$ cat config.mk
export PLATFORM = sky130hd
export DESIGN_NAME = pipe_if_stage
export DESIGN_NICKNAME = d
export VERILOG_FILES = /design/src/rtl/pipe_if_stage.sv
export SDC_FILE = /design/constraint.sdc
export NUM_CORES = 1
export LEC_CHECK = 0
export CAP_MARGIN = 20
export CORE_ASPECT_RATIO = 1.75
export CORE_MARGIN = 8
export CORE_UTILIZATION = 50
export CTS_CLUSTER_SIZE = 20
export DETAILED_ROUTE_END_ITERATION = 16
export PLACE_DENSITY = 0.85
export SYNTH_ARGS = -nofsm -noshare
export SYNTH_HDL_FRONTEND = slang
export SYNTH_SLANG_ARGS = --single-unit
$ cat constraint.sdc
create_clock -name clock -period 6.6 [get_ports clock]
set_clock_uncertainty 0.1 [all_clocks]
set_input_delay 1.32 -clock clock [delete_from_list [all_inputs] [get_ports clock]]
set_output_delay 1.32 -clock clock [all_outputs]
set_load 0.02 [all_outputs]
$ cat src/rtl/pipe_if_stage.sv
// Instruction-fetch stage: PC, next-PC select, req/ack fetch FSM and IF/ID register.
// Optional performance counters are enabled with `define PIPE_IF_PERF_EN.
module pipe_if_stage #(
  parameter logic [31:0] RESET_PC = 32'h0000_0000,
  parameter logic [31:0] NOP_INST = 32'h0000_0000
) (
  input  logic        clock,
  input  logic        reset,
  input  logic        wpcir,
  input  logic [1:0]  pcsource,
  input  logic [31:0] bpc,
  input  logic [31:0] rpc,
  input  logic [31:0] jpc,
  output logic        imem_req,
  output logic [31:0] imem_addr,
  input  logic        imem_ack,
  input  logic [31:0] imem_rdata,
  output logic [31:0] pc,
  output logic [31:0] dpc4,
  output logic [31:0] dinst,
  output logic        dvalid,
  output logic        fetch_busy,
`ifdef PIPE_IF_PERF_EN
  output logic [31:0] perf_fetched,
  output logic [31:0] perf_stall,
  output logic [31:0] perf_squash,
`endif
  output logic [1:0]  dbg_state
);

  typedef enum logic [1:0] {S_REQ, S_WAIT, S_HOLD, S_DROP} state_e;

  // Handshake: imem_req stays high from issue until the cycle imem_ack is
  // sampled high; imem_addr is constant over that whole window.
  state_e      state_q, state_d;
  logic        req_q, req_d;
  logic [31:0] pc_q, pc_d;
  logic [31:0] addr_q, addr_d;
  logic [31:0] dpc4_q, dpc4_d;
  logic [31:0] dinst_q, dinst_d;
  logic        dvalid_q, dvalid_d;
  logic [31:0] hold_q, hold_d;
  logic        redirect;
  logic        load_inst;
  logic [31:0] target;
  logic [31:0] pc_plus4;

  assign pc_plus4 = pc_q + 32'd4;
  assign redirect = dvalid_q & wpcir & (pcsource != 2'b00);

  always_comb begin
    target = pc_plus4;
    unique case (pcsource)
      2'b01:   target = bpc;
      2'b10:   target = rpc;
      2'b11:   target = jpc;
      default: target = pc_plus4;
    endcase
  end

  always_comb begin
    state_d   = state_q;
    pc_d      = pc_q;
    dpc4_d    = dpc4_q;
    dinst_d   = dinst_q;
    dvalid_d  = dvalid_q;
    hold_d    = hold_q;
    load_inst = 1'b0;
    if (redirect) begin
      // Squash whatever was fetched; an unacked request must still drain.
      pc_d     = target;
      dinst_d  = NOP_INST;
      dvalid_d = 1'b0;
      state_d  = ((state_q != S_HOLD) && !imem_ack) ? S_DROP : S_REQ;
    end else begin
      unique case (state_q)
        S_REQ, S_WAIT: begin
          if (imem_ack) begin
            if (wpcir) begin
              dinst_d   = imem_rdata;
              dpc4_d    = pc_plus4;
              dvalid_d  = 1'b1;
              pc_d      = pc_plus4;
              load_inst = 1'b1;
              state_d   = S_REQ;
            end else begin
              hold_d  = imem_rdata;
              state_d = S_HOLD;
            end
          end else begin
            state_d = S_WAIT;
            if (wpcir) begin
              dinst_d  = NOP_INST;
              dvalid_d = 1'b0;
            end
          end
        end
        S_HOLD: begin
          if (wpcir) begin
            dinst_d   = hold_q;
            dpc4_d    = pc_plus4;
            dvalid_d  = 1'b1;
            pc_d      = pc_plus4;
            load_inst = 1'b1;
            state_d   = S_REQ;
          end
        end
        S_DROP: begin
          if (wpcir) begin
            dinst_d  = NOP_INST;
            dvalid_d = 1'b0;
          end
          if (imem_ack) state_d = S_REQ;
        end
      endcase
    end
    // Every entry into S_REQ starts a new fetch of the (possibly new) pc.
    addr_d = (state_d == S_REQ) ? pc_d : addr_q;
    req_d  = (state_d != S_HOLD);
  end

  always_ff @(posedge clock) begin
    if (reset) begin
      state_q  <= S_REQ;
      req_q    <= 1'b1;
      pc_q     <= RESET_PC;
      addr_q   <= RESET_PC;
      dpc4_q   <= 32'h0;
      dinst_q  <= NOP_INST;
      dvalid_q <= 1'b0;
      hold_q   <= NOP_INST;
    end else begin
      state_q  <= state_d;
      req_q    <= req_d;
      pc_q     <= pc_d;
      addr_q   <= addr_d;
      dpc4_q   <= dpc4_d;
      dinst_q  <= dinst_d;
      dvalid_q <= dvalid_d;
      hold_q   <= hold_d;
    end
  end

`ifdef PIPE_IF_PERF_EN
  logic [31:0] fetched_q, stall_q, squash_q;

  always_ff @(posedge clock) begin
    if (reset) begin
      fetched_q <= 32'h0;
      stall_q   <= 32'h0;
      squash_q  <= 32'h0;
    end else begin
      if (load_inst) fetched_q <= fetched_q + 32'd1;
      if (!wpcir || (state_q == S_WAIT) || (state_q == S_DROP)) stall_q <= stall_q + 32'd1;
      if (redirect) squash_q <= squash_q + 32'd1;
    end
  end

  assign perf_fetched = fetched_q;
  assign perf_stall   = stall_q;
  assign perf_squash  = squash_q;
`endif

  // The request is abandoned combinationally while reset is held.
  assign imem_req   = req_q & ~reset;
  assign imem_addr  = addr_q;
  assign pc         = pc_q;
  assign dpc4       = dpc4_q;
  assign dinst      = dinst_q;
  assign dvalid     = dvalid_q;
  assign fetch_busy = ~reset & ((state_q == S_WAIT) || (state_q == S_DROP) ||
                                ((state_q == S_REQ) && !imem_ack));
  assign dbg_state  = state_q;

endmodule

# ---- Word level (Yosys, flattened, before mapping)
# Cells that the tools add are included.
dict set report totals {
  regBits 164
  inputBits 134
  out_inout_bits 133
  elab_cells 65
}
dict set report op_classes {
  n_addsub 1
  eq_ne 11
  mux 24
  bitwise_logic 7
  reduce_logical 14
}
# op n
set ops {}
lappend ops {{32-bit 2-to-1 mux} 9}
lappend ops {{32-bit one-hot mux with 3 select lines} 2}
lappend ops {{32-bit one-hot mux with 2 select lines} 2}
lappend ops {{32-bit by 3-bit adder with 32-bit output, second input constant} 1}
lappend ops {{2-bit 2-to-1 mux} 6}
lappend ops {{2-bit == test, second input constant} 4}
lappend ops {{2-bit inequality test, second input constant} 4}
lappend ops {{2-bit one-hot mux with 3 select lines} 1}
lappend ops {{1-bit bitwise AND} 4}
lappend ops {{2-bit by 1-bit == test with 1-bit output, second input constant} 2}
lappend ops {{2-bit zero test} 2}
lappend ops {{4-bit AND reduction} 1}
lappend ops {{2-bit nonzero test} 2}
lappend ops {{2-bit OR reduction} 2}
lappend ops {{1-bit 2-to-1 mux} 3}
lappend ops {{3-bit inequality test, second input constant} 1}
lappend ops {{1-bit NOT} 3}
lappend ops {{1-bit one-hot mux with 3 select lines} 1}
lappend ops {{3-bit AND reduction} 1}
lappend ops {{1-bit logical AND} 2}
lappend ops {{1-bit logical OR} 2}
lappend ops {{2-bit AND reduction} 1}
lappend ops {{1-bit zero test} 1}

# ---- Logic depth before layout (Yosys ltp)
dict set report depth {
  ltp_word 5
  depth_mapped 8
  depth_no_buf 6
}

# ---- Worst setup path after synthesis
# No wires, ideal clock.
dict set report synth_timing {
  kind {input to output}
  start {in reset}
  end {out fetch_busy}
  t_arrival_ns 2.272
  required_time_ns 5.180
  slack_ns 2.908
  stages 4
  n_path_buf 3
  path_cell_list {clkbuf_1 -> clkbuf_1 -> clkbuf_1 -> nor2_1}
}
dict set report synth_via {
  elab_chain_len 2
}
# element line
set synth_rtl {}
lappend synth_rtl {{from (decl)} 8} ;# input logic reset,
lappend synth_rtl {{1-bit NOT} 171} ;# assign fetch_busy = ~reset & ((state_q == S_WAIT) || (state_q == S_DROP) ||
lappend synth_rtl {{1-bit bitwise AND} 171}
lappend synth_rtl {{to (decl)} 22} ;# output logic fetch_busy,
# No other way between the ends.

# ---- Worst setup path after layout
dict set report layout_timing {
  start {in imem_ack}
  end {out fetch_busy}
}
dict set report layout_via {
  elab_chain_len 4
}
# element line
set layout_rtl {}
lappend layout_rtl {{from (decl)} 16} ;# input logic imem_ack,
lappend layout_rtl {{1-bit zero test} 172} ;# ((state_q == S_REQ) && !imem_ack));
lappend layout_rtl {{1-bit logical AND} 172}
lappend layout_rtl {{1-bit logical OR} 171}
lappend layout_rtl {{1-bit bitwise AND} 171}
# No other way between the ends.

==> results.txt <==
outcome: finished clean
Post-synth EDFFs: 0
Routed Antenna Nets: 0
NumNets Final: 1316
Max IR drop VDD: 0.0001739 V
Boundary Pins: 267
register area: 3283 um^2
reg2reg start: dbg_state[1]
GR Overflow Total: 0
hold_buf cts: 0
crit path launch type: primary input
most frequent cells in the layout: clkdlybuf4s50_1, dfxtp_1, nand2_1
gr usage total: 0.2699
Synth Cell Area: 8228 um^2
initial antenna violation count: 0
area occupied by multi-input gates: 4413 um^2
Avg Cell Area, Syn: 8.404 um^2
final instance area: 11450 um^2
Pre-Repair DR Iteration Count: 6
share of cells above drive strength 1: 0.09966
slew margin rel.: 0.3541
crit path DAT: 2.85 ns
via/cell ratio: 6.038
Req. time, crit path: 5.18 ns
ANT cells: 0
Gate Count Post-Synth: 979
R2R setup slack: 3.66 ns
core area: 16290 um^2
FF-to-FF End: imem_addr[20]
first-pass GRT wire length: 44.42 mm
cts repair resizes: 0
pre-CTS setup slack: 2.277 ns
IO Port Bufs: 266
Synth-to-Final Area Change: 39.22%
initial drt markers: 740
CTS Sinks: 164
CTS max path bufs: 2
synthesized net count: 1114
number of global-route vias before repair: 8103
Pwr Density: 221.2 nW/um^2
CTS tree: yes
# rows: 62
setup ws final: 2.326 ns
hold crit path type: register to register
setup TNS: 0 ns
crit share post-route: 0.6476
final setup fails: 0
largest net degree at the start of global routing: 89
Tightest Pin Transition: 0.9661 ns
CP max FO: 7
DRT Wirelength: 29.19 mm
die width: 113.0 um
max-cap viol count: 0
leak pwr: 3.822 nW
wire length per cell: 21.06 um
CTS clk-pin slew, worst paths: 0.06 ns
FF+latch count, synth: 164
DP HPWL: 21.52 mm
fin crit period: 4.274 ns
placed instance area: 10870 um^2
ys flop type: dfxtp_1
Setup crit end kind: primary output
initial core utilization: 0.5051
RSZ-0062 raised after global routing: no
CP endpoint: fetch_busy
Residual DRC: 0
via count: 8368
Skew-Pair Late Insertion Delay: 0.42 ns
commonest non-fill, non-tap cell in the layout: clkdlybuf4s50_1
asr flop ratio synth: 0
Num CTS Buffers: 17
f_max: 234.0 MHz
H-tree Lvls: 4
die height: 185.7 um
Worst Reg-to-Reg Cells: 6
die area: 20980 um^2
final max-slew violation count: 0
synth warn: 0
post-CTS setup buffers: 0
final hold slack: 0.3545 ns
Critical path origin: imem_ack
Crit Path Class: primary input to primary output
library cells used by synthesis: 63
final RePlAce weighted congestion: 0.9692
CTS root buffer: clkbuf_16
final hold vios: 0
sequential area share after synthesis: 0.3990
Fillers: 1270
[state kept, by name (all words and copies together), names as in the netlist, named ones only]
register and cells:
dinst 32, dbg_state 2, dpc4 32, pc 32
req_q 1, imem_addr 32, hold_q 32
[worst min-delay path by stage]
stage / startpoint / to / slack [ns] / depth (start not counted)
2_1_floorplan: hold_q[0] / hold_q[0] / 0.34 / 2
5_1_grt: imem_addr[4] / imem_addr[4] / 0.37 / 2
6_report: hold_q[11] / hold_q[11] / 0.35 / 2
3_3_place_gp: hold_q[10] / hold_q[10] / 0.34 / 2
4_1_cts: hold_q[12] / hold_q[12] / 0.36 / 2
3_5_place_dp: imem_addr[16] / imem_addr[16] / 0.35 / 2
[metal layers]
layer	routed length, um	part of all wire	track usage	up-vias
met5	0	0	0	-
met4	1889	0.065	0.1758	0
met3	2132	0.073	0.06660	100
met2	14480	0.50	0.4625	438
met1	10680	0.37	0.2916	3865
li1	-	-	-	3965
[worst max-delay path, stage by stage]
cell and delay, ns:
clkdlybuf4s50_1 0.54, nor2_1 0.22, nor2_1 0.06, nor2_1 0.10, clkdlybuf4s50_1 0.62
[metrics by stage]
step / utilization / cells / power (W)
after floorplan: - / 979 / 0.001347
after global placement: 0.6654 / 1352 / 0.001568
after detailed placement: 0.6672 / 1354 / 0.001579
after CTS: 0.7031 / 1386 / 0.002539
after global routing: 0.7031 / 1386 / 0.002629
final: 0.7031 / 1386 / 0.002534
[area by class of cell]
cell class              instances  share of cell area
clock inverters                15             0.01398
multi-input cells             680              0.3853
well taps                     192             0.02097
repair buffers                284              0.2449
flip-flops and latches        164              0.2866
inverters                      34             0.01114
clock buffers                  17             0.03714
[where the power goes]
group / switching [W] / leakage [nW] / internal, W / total, W
Sequential: 0.0000422 / 1.34 / 0.00104 / 0.00108
Clock: 0.000464 / 0.286 / 0.000509 / 0.000973
Combinational: 0.000248 / 2.20 / 0.000231 / 0.000479
[cells by family (layout without fill, tap and decap cells)]
kind of cell / count (synthesis) / count (layout) / synth area share
buf+inv: 135 / 350 / 0.06706
fa+ha+maj: 1 / 1 / 0.001520
flops: 164 / 164 / 0.3990
simple gates: 357 / 357 / 0.2278
compound gates: 253 / 253 / 0.2200
xor+xnor: 30 / 30 / 0.03193
mux: 39 / 39 / 0.05262
[synth_stat cells (5+ instances only)]
cell,instances,area [um^2]
a211oi_1,29,217.7
a21oi_1,54,270.3
a221oi_1,23,201.4
a22oi_1,35,262.8
a31o_2,5,43.79
and3_1,7,43.79
buf_2,15,75.07
clkbuf_1,78,292.8
dfxtp_1,164,3283
inv_1,34,127.6
mux2_2,34,382.9
mux2i_1,5,50.05
nand2_1,108,405.4
nand2b_1,8,50.05
nand3_1,20,100.1
nand3b_1,20,150.1
nand4_1,13,81.33
nor2_1,65,244.0
nor2b_1,37,231.5
nor3_1,34,170.2
nor4_1,12,75.07
o21ai_0,16,80.08
o22ai_1,32,200.2
o31a_1,11,96.34
o31ai_1,8,60.06
o41ai_1,6,52.55
or3_1,5,31.28
xnor2_1,23,201.4
xor2_1,7,61.31
No activity file was read; power rests on OpenSTA's default activity.
